--- src/rtl/fp_convert_pipe.sv ---
// rtl/fp_convert_pipe.sv - three-stage two's-complement to sign/exponent/mantissa converter
// with per-item rounding, saturation flag and a sticky saturation counter.
module fp_convert_pipe #(
  parameter int DIN_W = 12,
  parameter int EXP_W = 3,
  parameter int MAN_W = 4,
  parameter int CNT_W = 8
) (
  input  logic             clk,
  input  logic             rst_n,
  input  logic             in_valid,
  output logic             in_ready,
  input  logic [DIN_W-1:0] in_data,
  input  logic [1:0]       in_rnd_mode,
  output logic             out_valid,
  input  logic             out_ready,
  output logic             out_sign,
  output logic [EXP_W-1:0] out_exp,
  output logic [MAN_W-1:0] out_man,
  output logic             out_sat,
  output logic [CNT_W-1:0] sat_cnt,
  input  logic             sat_cnt_clr
);

  // Internal exponent width: wide enough for the leading-one index, E0+1 and the max exponent.
  localparam int PW_A = $clog2(DIN_W + 2);
  localparam int PW   = ((PW_A > EXP_W) ? PW_A : EXP_W) + 1;
  localparam logic [PW-1:0] L_MAN  = PW'(MAN_W);
  localparam logic [PW-1:0] L_ONE  = PW'(1);
  localparam logic [PW-1:0] L_EMAX = PW'((1 << EXP_W) - 1);

  logic             w_adv;
  logic [DIN_W-1:0] w_abs;

  logic             r_s1_valid;
  logic             r_s1_sign;
  logic [DIN_W-1:0] r_s1_abs;
  logic [1:0]       r_s1_rnd;

  logic [PW-1:0]    w_p;
  logic [PW-1:0]    w_e0;
  logic [MAN_W-1:0] w_f;
  logic             w_r;
  logic             w_k;
  logic             w_s2_sat;

  logic             r_s2_valid;
  logic             r_s2_sign;
  logic [1:0]       r_s2_rnd;
  logic [PW-1:0]    r_s2_e0;
  logic [MAN_W-1:0] r_s2_f;
  logic             r_s2_r;
  logic             r_s2_k;
  logic             r_s2_sat;

  logic             w_up;
  logic [MAN_W:0]   w_sum;
  logic [PW-1:0]    w_e;
  logic [MAN_W-1:0] w_man;
  logic             w_sat;
  logic             w_sat_hs;

  logic             r_out_valid;
  logic             r_out_sign;
  logic [EXP_W-1:0] r_out_exp;
  logic [MAN_W-1:0] r_out_man;
  logic             r_out_sat;
  logic [CNT_W-1:0] r_sat_cnt;

  assign w_adv    = !r_out_valid || out_ready;
  assign in_ready = w_adv;

  // Unsigned negation maps the most-negative input onto 2^(DIN_W-1) without overflow.
  assign w_abs = in_data[DIN_W-1] ? (-in_data) : in_data;

  always_comb begin
    w_p = '0;
    for (int i = 0; i < DIN_W; i++) begin
      if (r_s1_abs[i]) w_p = PW'(i);
    end
  end

  always_comb begin
    w_e0 = '0;
    w_r  = 1'b0;
    w_k  = 1'b0;
    if (w_p >= L_MAN) w_e0 = w_p - L_MAN + L_ONE;
    w_f = MAN_W'(r_s1_abs >> w_e0);
    if (w_e0 != '0) begin
      w_r = |(r_s1_abs & (DIN_W'(1) << (w_e0 - L_ONE)));
      w_k = |(r_s1_abs & ~({DIN_W{1'b1}} << (w_e0 - L_ONE)));
    end
    w_s2_sat = (w_e0 > L_EMAX);
  end

  always_comb begin
    case (r_s2_rnd)
      2'b01:   w_up = 1'b0;
      2'b10:   w_up = r_s2_r && (r_s2_k || r_s2_f[0]);
      default: w_up = r_s2_r;
    endcase
    w_sum = {1'b0, r_s2_f} + {{MAN_W{1'b0}}, w_up};
    if (w_sum[MAN_W]) begin
      w_man = MAN_W'(1 << (MAN_W - 1));
      w_e   = r_s2_e0 + L_ONE;
    end else begin
      w_man = w_sum[MAN_W-1:0];
      w_e   = r_s2_e0;
    end
    w_sat = r_s2_sat || (w_e > L_EMAX);
  end

  assign w_sat_hs = r_out_valid && out_ready && r_out_sat;

  always_ff @(posedge clk) begin
    if (!rst_n) begin
      r_s1_valid  <= 1'b0;
      r_s1_sign   <= 1'b0;
      r_s1_abs    <= '0;
      r_s1_rnd    <= '0;
      r_s2_valid  <= 1'b0;
      r_s2_sign   <= 1'b0;
      r_s2_rnd    <= '0;
      r_s2_e0     <= '0;
      r_s2_f      <= '0;
      r_s2_r      <= 1'b0;
      r_s2_k      <= 1'b0;
      r_s2_sat    <= 1'b0;
      r_out_valid <= 1'b0;
      r_out_sign  <= 1'b0;
      r_out_exp   <= '0;
      r_out_man   <= '0;
      r_out_sat   <= 1'b0;
      r_sat_cnt   <= '0;
    end else begin
      if (w_adv) begin
        r_s1_valid <= in_valid;
        if (in_valid) begin
          r_s1_sign <= in_data[DIN_W-1];
          r_s1_abs  <= w_abs;
          r_s1_rnd  <= in_rnd_mode;
        end
        r_s2_valid <= r_s1_valid;
        if (r_s1_valid) begin
          r_s2_sign <= r_s1_sign;
          r_s2_rnd  <= r_s1_rnd;
          r_s2_e0   <= w_e0;
          r_s2_f    <= w_f;
          r_s2_r    <= w_r;
          r_s2_k    <= w_k;
          r_s2_sat  <= w_s2_sat;
        end
        r_out_valid <= r_s2_valid;
        if (r_s2_valid) begin
          r_out_sign <= r_s2_sign;
          r_out_sat  <= w_sat;
          r_out_exp  <= w_sat ? {EXP_W{1'b1}} : EXP_W'(w_e);
          r_out_man  <= w_sat ? {MAN_W{1'b1}} : w_man;
        end
      end
      // A clear that coincides with a saturated handshake still counts that handshake.
      if (sat_cnt_clr) begin
        r_sat_cnt <= w_sat_hs ? CNT_W'(1) : '0;
      end else if (w_sat_hs && (r_sat_cnt != {CNT_W{1'b1}})) begin
        r_sat_cnt <= r_sat_cnt + CNT_W'(1);
      end
    end
  end

  assign out_valid = r_out_valid;
  assign out_sign  = r_out_sign;
  assign out_exp   = r_out_exp;
  assign out_man   = r_out_man;
  assign out_sat   = r_out_sat;
  assign sat_cnt   = r_sat_cnt;

endmodule

--- config.mk ---
export PLATFORM = sky130hd
export DESIGN_NAME = fp_convert_pipe
export DESIGN_NICKNAME = d
export VERILOG_FILES = /design/src/rtl/fp_convert_pipe.sv
export SDC_FILE = /design/constraint.sdc
export NUM_CORES = 1
export LEC_CHECK = 0
export ABC_AREA = 1
export BUFFER_PORTS_ARGS = -buffer_cell sky130_fd_sc_hd__buf_2
export CAP_MARGIN = 20
export CORE_ASPECT_RATIO = 0.75
export CORE_MARGIN = 2
export CORE_UTILIZATION = 63
export CTS_CLUSTER_SIZE = 28
export DETAILED_ROUTE_END_ITERATION = 10
export PLACE_DENSITY = 0.87
export SYNTH_ARGS = -nofsm -noshare
export SYNTH_HDL_FRONTEND = slang
export SYNTH_SLANG_ARGS = --single-unit
--- constraint.sdc ---
create_clock -name clk -period 4.7 [get_ports clk]
set_clock_uncertainty 0.05 [all_clocks]
set_input_delay 0.94 -clock clk [delete_from_list [all_inputs] [get_ports clk]]
set_output_delay 0.94 -clock clk [all_outputs]
set_load 0.05 [all_outputs]
# --- Yosys cells after proc, flatten, opt, wreduce, memory -nomap -nowiden ---
# Index checks and enable logic that the tools add are counted.
# W data, S select, Z words.
classes:
  n_addsub: 7
  order_cmp: 3
  n_eq_ne: 3
  shift: 3
  muxes: 23
  bitwise: 3
  reduce_logical: 15
op_table:
  columns: ["op", "n"]
  rows:
  - ["$mux W5", 12]
  - ["$and A12 B12 Y12", 2]
  - ["$reduce_or A12 Y1", 2]
  - ["$mux W8", 2]
  - ["$mux W12", 1]
  - ["$neg A12 Y12", 1]
  - ["$not A12 Y12", 1]
  - ["$shl A1 B5 Y12 const A", 1]
  - ["$shl A12 B5 Y12 const A", 1]
  - ["$shr A12 B5 Y4", 1]
  - ["$add A5 B1 Y5 const B", 2]
  - ["$gt A5 B3 Y1 const B", 2]
  - ["$add A8 B1 Y8 const B", 1]
  - ["$mux W4", 2]
  - ["$ne A8 B8 Y1 const B", 1]
  - ["$reduce_and A2 Y1", 3]
  - ["$add A4 B1 Y5", 1]
  - ["$ge A5 B3 Y1 const B", 1]
  - ["$reduce_bool A5 Y1", 1]
  - ["$sub A5 B1 Y5 const B", 1]
  - ["$sub A5 B3 Y5 const B", 1]
  - ["$logic_and A1 B1 Y1", 4]
  - ["$mux W1", 4]
  - ["$logic_or A1 B1 Y1", 3]
  - ["other kinds (6)", 6]
totals:
  ff_bits: 50
  input_bits: 19
  output_inout_bits: 19

# --- Longest topological paths before layout ---
# Gate-level depths: netlist of the first run.
depth:
  word_depth: 20
  ltp_mapped: 28
  ltp_nobuf: 27

# --- Worst setup path after synthesis of the first run ---
# Ideal clock, no wire load.
synth_timing:
  path_kind: "register -> register"
  from: "reg r_s1_abs[2]"
  to: "reg r_s2_k"
  arrival_ns: 2.926
  t_required_ns: 4.516
  setup_slack_ns: 1.590
  path_stages_with_launch: 28
  cell_sequence: "dfxtp_1 inv_2 nand2_1 nand2_1 nand2_1 nand2_1 nand2_1 nand2_1 nand2_1 nand2_1 nand2_2 nand2_1 ha_1 nand2_1 buf_2 ha_1 inv_1 ha_1 nor2_1 o221ai_1 nand3_1 nand2_1 inv_1 nand2_1 nor2_1 nand2_1 nand2_1 a21oi_1"
synth_between:
  elab_chain_len: 19
  elab_cells_between_ends: 21
  cone_classes: "add/sub: 3; order compare: 1; shift: 1; mux: 12; bitwise: 2; reduce/logical: 2"
synth_lines:
  columns: ["item", "line_no", "text"]
  rows:
  - ["start, declared", "37", "logic [DIN_W-1:0] r_s1_abs;"]
  - ["start signal, assigned", "140", "r_s1_abs <= w_abs;"]
  - ["$mux W5 (10 in a row)", "79", "if (r_s1_abs[i]) w_p = PW'(i);"]
  - ["$sub A5 B3 Y5", "87", "if (w_p >= L_MAN) w_e0 = w_p - L_MAN + L_ONE;"]
  - ["$add A5 B1 Y5", "87", null]
  - ["$mux W5", "87", null]
  - ["$sub A5 B1 Y5", "91", "w_k = |(r_s1_abs & ~({DIN_W{1'b1}} << (w_e0 - L_ONE)));"]
  - ["$shl A12 B5 Y12", "91", null]
  - ["$not A12 Y12", "91", null]
  - ["$and A12 B12 Y12", "91", null]
  - ["$reduce_or A12 Y1", "91", null]
  - ["$mux W1 *", "89", "if (w_e0 != '0) begin"]
  - ["end signal, assigned", "150", "r_s2_k <= w_k;"]
  - ["end, declared", "53", "logic r_s2_k;"]
# Every way passes the cells marked *; elsewhere a longest branch is shown, timed or not.
# A chain may end at the register's enable or synchronous reset.

# --- Final worst setup path of the first run ---
# Same ends and word-level chain as after synthesis.

==> reports/metrics.cfg, run 1 <==
[power_and_ir_drop]
ir_drop_uv = 237.7
swShare_pct = 39.59
power.static_leakage_nw = 1.538
p_total_mw = 1.157
p_int_uw = 698.8
p_comb_share_pct = 35.3
p_sw_uw = 457.9
power_density_nw_per_um2 = 344.4
clockPowerShare_pct = 23.4
seqPwrFrac_pct = 41.3

[detailed_routing]
drt-total-wl_um = 7303
ant_nets = 0
wl_per_cell_um = 13.65
vias = 3029
vias_per_cell = 5.662
drcViolationCount = 0
drtIter0Drc = 306
dr.pass1.iters = 5

[critical_path]
cp_num_buf_inv = 3
max_stage_delay_ns = 0.43
end_kind = register
crit_slowest_cell = dfxtp_1
critPathKind = reg -> reg
cp_top_family = simple AND/OR/NAND/NOR gates
cp_max_fo = 7
required_ns = 4.83
cp_common_cell = nand2_1
arrival_ns = 3.27
critPathLaunchType = register

[sta]
slew-limit-headroom_pct = 55.90
hold_viol_final = 0
timing.final.ws_setup_ns = 1.562
worst_slew_pin_slew_ns = 0.6591
fmax_ghz = 0.3187
setup-tns-final_ns = 0
min_period_over_period_pct = 66.77
rsz0062_at_grt = no
setup_viol = 0
period_needed_ns = 3.138
slew_viol_final = 0

[synth]
syn-cell-area_um2 = 3064
synth.distinct_cells = 40
synthTopCellsByArea = dfxtp_1 (33%), nand2_1 (10%), o21ai_0 (6.9%)
yosys.area_share.adder_pct = 5.717
synthFlopType = dfxtp_1
ys_seq_elements = 50
synth_xor_area_share_pct = 3.716
synth_mux_area_share_pct = 0
yosysWarnings = 0
syn_nets = 478
yosysTopAreaCellShare_pct = 32.67
synth_top_family_by_area = simple AND/OR/NAND/NOR gates
yosysTopAreaCell = dfxtp_1
ys_seq_area_share_pct = 32.67
syn_inst = 445
synthSimpleGateAreaFrac_pct = 25.85
synth_compound_gate_area_share_pct = 22.74
syn_avg_cell_area_um2 = 6.886
synth-async-reset-ratio_pct = 0
synth_edf_count = 0

[grt]
track_usage_pct = 28.54
grt_remaining_overflow = 0
grt_max_degree = 32
antenna_found_initial = 0
grt_pass1_vias = 2654
grt_pass1_wl_um = 12530

[final_layout]
area_growth_pct = 9.596
final_cell_mix = nand2_1 (85), inv_1 (52), dfxtp_1 (50)
instances_no_fill = 535
drive_gt1_share_pct = 15.48
mostFrequentLayoutCell = nand2_1
antenna_cells = 0
nNetsFinal = 510

[placement]
io_buffers = 37
dp_slack_ns = 1.607
place_hpwl_um = 5426
dp_cells = 527
gp_congestion = 0.9204

[clocking]
ctsHtreeMaxLevel = 2
cts_tree = built
clkTransAtPathRegs_ns = 0.10
cts_sinks = 50
root_buffer = clkbuf_8
cts_setup_buffers = 0
clk_latency_ns = 0.31
hold_buffers = 0
ctsResizeCount = 0
cts_buffers = 5
cts_buffer_depth = 2

[status]
outcome = finished, final reports clean

[floorplanning]
die-height_um = 64.40
die_width_um = 84.53
die-area_um2 = 5443
core-area_um2 = 4572
rows = 21
initial_core_util_pct = 67.02
ios = 38

[flow_run]
cap_violations = 0

[worst_hold_path]
worstHoldPathType = reg -> reg

final timing paths:
kind	start	endpoint	slack, ns	cells past startpoint
worst min register to register	r_s1_valid	r_s1_valid	0.42	2
worst min-delay path	r_s1_valid	r_s1_valid	0.42	2
worst max register to register	r_s1_abs[2]	r_s2_k	1.56	26
worst max-delay path	r_s1_abs[2]	r_s2_k	1.56	26
layout make-up:
class	instances	area, um^2
Timing Repair Buffer	38	192.7
Tap cell	57	71.32
Clock buffer	5	68.82
Clock inverter	3	28.78
Multi-Input combinational cell	324	1778
Fill cell	391	1214
Sequential cell	50	1001
Inverter	58	217.7
per-layer routing:
layer | GRT usage, % | wire length, um
met5 | 0 | 0
met4 | 5.952 | 69
met3 | 6.072 | 458
met2 | 43.21 | 3142
met1 | 41.83 | 3632
sequential cells by signal (all words and copies together) (netlist names), 2 cells and up:
register	count
out_exp	3
r_s1_abs	12
r_s2_e0	5
r_s2_rnd	2
sat_cnt	8
r_s1_rnd	2
r_s2_f	4
out_man	4
kinds of logic after synthesis:
kind of cell,Yosys count
and+or+nand+nor,178
AOI/OAI and AO/OA,119
buffers and inverters,71
DFF,50
adders and majority gates,14
xor gates and xnor gates,13
synthesized netlist by cell type, types with 2 or more instances:
library cell and instances:
nand3_1 19, o21a_1 2, a21oi_2 3, o211ai_1 3, ha_1 14, o22ai_1 2, buf_1 2, buf_6 2
nand3_2 3, dfxtp_1 50, nand2_1 85, o221ai_1 3, inv_1 52, nand4_1 2, xor2_1 10, clkbuf_1 6
o21ai_0 42, xnor2_1 3, nand2_4 2, o211ai_2 2, o21ai_1 14, a31oi_1 5, nand2_2 7, buf_2 3
nor2_1 43, nor4_1 2, nor3_1 9, inv_2 6, a21oi_1 38
power by group through the flow:
stage,sequential [mW],combinational [mW],clock [mW]
floorplan,0.492,0.306,0
detailed placement,0.486,0.401,0
finish,0.477,0.409,0.271
CTS,0.477,0.403,0.273
global placement,0.485,0.395,0
global route,0.481,0.459,0.292
through the flow:
stage | area [um^2] | hold slack, ns | util (%)
after floorplan | 3064 | 0.3853 | -
after global placement | 3261 | 0.4021 | 71.32
after detailed placement | 3261 | 0.4053 | 71.32
after CTS | 3358 | 0.4214 | 73.45
after global routing | 3358 | 0.4482 | 73.45
final | 3358 | 0.4226 | 73.45
worst min-delay path: stages, from the launching register on:
cell and delay (ns):
dfxtp_1 0.32, nand2_1 0.06, a21oi_1 0.05
Power figures use the tool's default switching activity.
==> run 2: changes to the inputs <==
ABC_AREA = 0   (was 1)
CORE_UTILIZATION = 53   (was 63)
PLACE_DENSITY = 0.78   (was 0.87)
clock period = 2.76 ns   (was 4.7 ns; I/O delays follow)
==> run 2 against run 1 <==
Net effect:
- non-clock buffer count up 64
- count of clock-buffer cells in the layout did not move
- synthesized cell count is 13% lower
- largest cell class unchanged
- the flow now finishes with violations (setup timing)
- critical endpoint unchanged
- maximum frequency up 10%
- global-route usage fell by 1.4 points
- sequential power grew 69%
==> reports/metrics.cfg, run 2 <==
[status]
outcome = finished with violations
violations = setup timing

[synth]
ys_seq_area_share_pct = 31.91
synthTopCellsByCount = nand2_1 (53), dfxtp_1 (50), nor2_1 (20)
synthFlopType = dfxtp_1
synth_edf_count = 0
synth-async-reset-ratio_pct = 0
yosysTopAreaCell = dfxtp_1
syn-cell-area_um2 = 3137
syn_avg_cell_area_um2 = 8.064
ys_seq_elements = 50
yosysTopAreaCellShare_pct = 31.91
syn_inst = 389
syn_nets = 422
synth.most_common_cell = nand2_1
synthTopCellsByArea = dfxtp_1 (32%), nand2_1 (6.3%), ha_1 (5.6%)
yosysWarnings = 0
synth.distinct_cells = 57

[sta]
fmax_ghz = 0.3518
timing.final.ws_setup_ns = -0.08280
period_needed_ns = 2.843
slew-limit-headroom_pct = 56.15
setup_viol = 1
min_period_over_period_pct = 103.0
rsz0062_at_grt = yes
hold_viol_final = 0
worst_slew_pin_slew_ns = 0.6578
slew_viol_final = 0

[final_layout]
largest_reg_flops = 12
nNetsFinal = 508
final_util_pct = 70.03
drive_gt1_share_pct = 31.72
final_area_um2 = 4038
area_growth_pct = 28.72
final_cell_mix = buf_4 (65), nand2_1 (53), dfxtp_1 (44)
mostFrequentLayoutCell = buf_4
antenna_cells = 0
regMostFlops = r_s1_abs

[critical_path]
cp_max_fo = 3
arrival_ns = 3.00
cp_cell_sequence = nor2b_2 -> o211ai_1 -> buf_4 -> a31oi_4 -> ha_4 -> and3_4 -> or2_4 -> inv_4 -> ha_4 -> nand2b_4 -> a222oi_1 -> a21boi_1 -> mux2_4 -> a22o_1
critPathLaunchType = register
end_kind = register
cp-endpoint = r_s2_k
startpoint = r_s1_abs[1]
reg2reg_depth = 14
cp_common_cell = ha_4
rr_endpoint = r_s2_k
r2r-start = r_s1_abs[1]
crit_slowest_cell = dfxtp_1
required_ns = 2.92
critPathKind = reg -> reg
max_stage_delay_ns = 0.32
r2r_setup_slack_ns = -0.08

[grt]
antenna_found_initial = 0
use_met1_pct = 36.36
grt_pass1_vias = 3048
top_usage_layer = met2
track_usage_pct = 27.15
grtUsageMet3_pct = 7.774
grt_max_degree = 48
grt_remaining_overflow = 0
grtUsageMet2_pct = 41.79
grt_pass1_wl_um = 14250

[floorplanning]
die-height_um = 70.63
initial_core_util_pct = 54.41
rows = 24
ios = 38
core-area_um2 = 5766
die_width_um = 92.83
die-area_um2 = 6556

[clocking]
clk_latency_ns = 0.32
root_buffer = clkbuf_8
cts_sinks = 50
hold_buffers = 0
cts_buffers = 5
ctsHtreeMaxLevel = 2
cts_tree = built
cts_buffer_depth = 2
clkTransAtPathRegs_ns = 0.10

[detailed_routing]
vias_per_cell = 5.841
wl_per_cell_um = 15.50
drtIter0Drc = 218
ant_nets = 0
dr.pass1.iters = 5
drt-total-wl_um = 8589
drcViolationCount = 0
vias = 3236

[power_and_ir_drop]
clockPowerShare_pct = 21.3
p_total_mw = 2.186
seqPwrFrac_pct = 36.9
p_int_mw = 1.393
power_density_nw_per_um2 = 541.4
ir_drop_uv = 281.8
swShare_pct = 36.25
power.static_leakage_nw = 1.780
p_sw_uw = 792.4
p_comb_share_pct = 41.8

[placement]
gp_congestion = 0.9284
dp_slack_ns = -0.2258
io_buffers = 37
place_hpwl_um = 6501
place_area_um2 = 3784

[flow_run]
cap_violations = 0

[worst_hold_path]
worstHoldPathType = reg -> reg

## run 2: changes by cell type after synthesis, sizes merged, moves of 9 or more
cell | before | now
nand2 | 94 | 53
inv | 58 | 19
o21ai | 56 | 19
a21oi | 42 | 18
nor2 | 44 | 20
a21boi | 0 | 13
clkbuf | 6 | 16
o211a | 0 | 9
## run 2: how the worst min path moves through the flow
stage / start / endpoint / slack (ns) / depth (start not counted)
2_1_floorplan: r_s1_rnd[0] / r_s2_rnd[0] / 0.39 / 2
3_3_place_gp: r_s2_rnd[0] / r_s2_rnd[0] / 0.40 / 2
3_5_place_dp: r_s2_rnd[0] / r_s2_rnd[0] / 0.41 / 2
4_1_cts: in_rnd_mode[1] / r_s1_rnd[1] / 0.42 / 3
5_1_grt: in_rnd_mode[0] / r_s1_rnd[0] / 0.45 / 3
6_report: r_s2_sign / r_s2_sign / 0.42 / 2
## run 2: worst max-delay path, delay by kind of cell, from the launching register on
family          cells  cell delay [ns]
fa+ha+maj           2             0.38
simple gates        4             0.66
compound gates      5             0.84
mux                 1             0.27
buf+inv             2             0.22
flops               1             0.32
## run 2: cells by family (layout without fill, tap and decap cells)
| family | Yosys count | count (layout) | synth area share (%) |
|---|---|---|---|
| muxes | 10 | 10 | 3.470 |
| AOI/OAI and AO/OA | 112 | 112 | 26.05 |
| buffers and inverters | 42 | 129 | 6.063 |
| xor gates and xnor gates | 17 | 17 | 4.747 |
| adders and majority gates | 14 | 14 | 5.584 |
| DFF | 50 | 50 | 31.91 |
| and+or+nand+nor | 144 | 144 | 22.18 |
## run 2: routing by layer
layer	share of wire [%]	routed length (um)	vias to the layer above
li1	-	-	1591
met1	46	3915	1466
met2	43	3699	145
met3	8.6	736	34
met4	2.8	239	0
met5	0	0	-
## run 2: metrics by stage
| step | hold slack, ns | TNS, ns | cells |
|---|---|---|---|
| finish | 0.4196 | -0.08280 | 554 |
| global route | 0.4463 | -0.2236 | 554 |
| CTS | 0.4175 | -0.06877 | 554 |
| detailed placement | 0.4099 | -0.2258 | 535 |
| global placement | 0.4039 | -0.08965 | 535 |
| floorplan | 0.3912 | -0.2275 | 389 |
## run 2: power groups by stage
stage	combinational [mW]	sequential, mW	clock (mW)
after floorplan	0.501	0.831	0
after global placement	0.810	0.818	0
after detailed placement	0.824	0.821	0
after CTS	0.887	0.806	0.467
after global routing	0.985	0.813	0.495
final	0.913	0.807	0.466
## run 2: repair_timing
action / in CTS / in global routing
endpoints found under the setup margin: 2 / 2
buffers inserted: 11 / 0
pin swaps: 11 / 3
gates resized for setup: 19 / 5
## run 2: area by class of cell
cell class / instances / area, um^2
clock buffer: 5 / 68.82
clock inverter: 3 / 28.78
fill: 483 / 1728
inverter: 19 / 76.32
multi-input combinational: 297 / 2077
sequential: 50 / 1016
tap: 78 / 97.59
timing repair buffer: 102 / 673.1
==> run 3: changes to the inputs <==
CORE_ASPECT_RATIO = unset   (was 0.75)
==> run 3 against run 2 <==
Net effect:
- the run still ends with setup timing left
- die area barely moved
- sequential power barely moved
- worst hold slack got worse by 0.0019 ns
- maximum frequency grew 0.72%
- sequential share of layout area about the same
- via count grew 2.1%
- register-to-register slack gained 0.02 ns
- critical path type unchanged
==> reports/metrics.cfg, run 3 (synthesized netlist as in run 2, its figures left out) <==
[status]
outcome = finished with violations
violations = setup timing

[sta]
period_needed_ns = 2.822
rsz0062_at_grt = yes
fmax_ghz = 0.3543
hold_viol_final = 0
slew_viol_final = 0
worst_slew_pin_slew_ns = 0.6567
timing.final.ws_setup_ns = -0.06234
hold_ws_ns = 0.4177
min_period_over_period_pct = 102.3
slew-limit-headroom_pct = 56.22
setup_viol = 1

[final_layout]
antenna_cells = 0
drive_gt1_share_pct = 32.49
area_growth_pct = 28.56
mostFrequentLayoutCell = buf_4
nNetsFinal = 506
largest_reg_flops = 12
final_cell_mix = buf_4 (63), nand2_1 (53), dfxtp_1 (43)
regMostFlops = r_s1_abs
instances_no_fill = 549

[placement]
gp_congestion = 1.011
io_buffers = 37
place_hpwl_um = 6676
dp_slack_ns = -0.2234
dp_cells = 530

[grt]
antenna_found_initial = 0
grt_remaining_overflow = 0
grt_pass1_vias = 3247
grt_max_degree = 48
grt_pass1_wl_um = 14810
track_usage_pct = 29.00

[clocking]
clk_latency_ns = 0.31
root_buffer = clkbuf_8
hold_buffers = 0
clkTransAtPathRegs_ns = 0.09
cts_sinks = 50
cts_buffers = 5
cts_tree = built
ctsHtreeMaxLevel = 2
cts_buffer_depth = 2

[worst_hold_path]
worstHoldPathType = reg -> reg

[floorplanning]
ios = 38
die_width_um = 80.93
die-height_um = 80.93
die-area_um2 = 6550
rows = 28
core-area_um2 = 5816
initial_core_util_pct = 53.94

[detailed_routing]
drcViolationCount = 0
drt-total-wl_um = 9073
dr_wl_met3_um = 455
ant_nets = 0
vias_per_cell = 6.020
vias = 3305
dr_wl_met2_um = 4452
wl_per_cell_um = 16.53
routed.top_layer = met4
wl_met1_um = 3838
drtIter0Drc = 233
dr.pass1.iters = 6

[critical_path]
arrival_ns = 2.98
cp_max_fo = 3
required_ns = 2.92
critPathKind = reg -> reg
critPathLaunchType = register
end_kind = register

[power_and_ir_drop]
ir_drop_uv = 346.5
power_density_nw_per_um2 = 544.8
power.static_leakage_nw = 1.767

[flow_run]
cap_violations = 0

run 3: cell type report:
cell class              count  area (um^2)
clock buffers               6        82.58
clock inverters             2        16.27
fillers                   472         1783
inverters                  19        73.82
multi-input cells         297         2093
flip-flops and latches     50         1015
well taps                  75        93.84
repair buffers            100        658.1
run 3: where the power goes:
group	switching, mW	internal [mW]	total (mW)
Sequential	0.0446	0.765	0.809
Combinational	0.481	0.446	0.927
Clock	0.254	0.207	0.461
Total	0.780	1.42	2.20
run 3: worst max-delay path: stages (launching register included):
cell      delay [ns]
dfxtp_1         0.32
nor2b_1         0.12
o211ai_1        0.17
buf_4           0.16
a31oi_4         0.12
ha_4            0.20
and3_4          0.14
or2_4           0.24
inv_4           0.06
ha_4            0.20
nand2b_4        0.14
a222oi_1        0.23
a21boi_1        0.11
mux2_4          0.26
a22o_1          0.20
run 3: final timing paths:
kind	startpoint	end	slack [ns]	cells past startpoint
setup / recovery	r_s1_abs[1]	r_s2_k	-0.06	14
setup reg to reg	r_s1_abs[1]	r_s2_k	-0.06	14
hold reg to reg	r_s1_sign	r_s2_sign	0.42	2
hold / removal	r_s1_sign	r_s2_sign	0.42	2
run 3: metal layers:
layer,vias up,GRT usage [%]
li1,1580,-
met1,1574,33.65
met2,120,51.57
met3,31,5.444
met4,0,13.05
met5,-,0
run 3: what timing repair did:
item	4_1_cts	5_1_grt
setup endpoints to repair	2	2
resized for setup	19	6
hold endpoints to repair	0	0
pin swaps	12	3
buffers inserted	11	0
run 3: through the flow:
| stage | TNS (ns) | total power, mW | instance area [um^2] | utilization (%) |
|---|---|---|---|---|
| after floorplan | -0.2275 | 1.332 | 3236 | - |
| after global placement | -0.08244 | 1.614 | 3765 | 64.74 |
| after detailed placement | -0.2234 | 1.639 | 3765 | 64.74 |
| after CTS | -0.06343 | 2.162 | 4006 | 68.89 |
| after global routing | -0.2005 | 2.305 | 4033 | 69.34 |
| final | -0.06234 | 2.197 | 4033 | 69.34 |
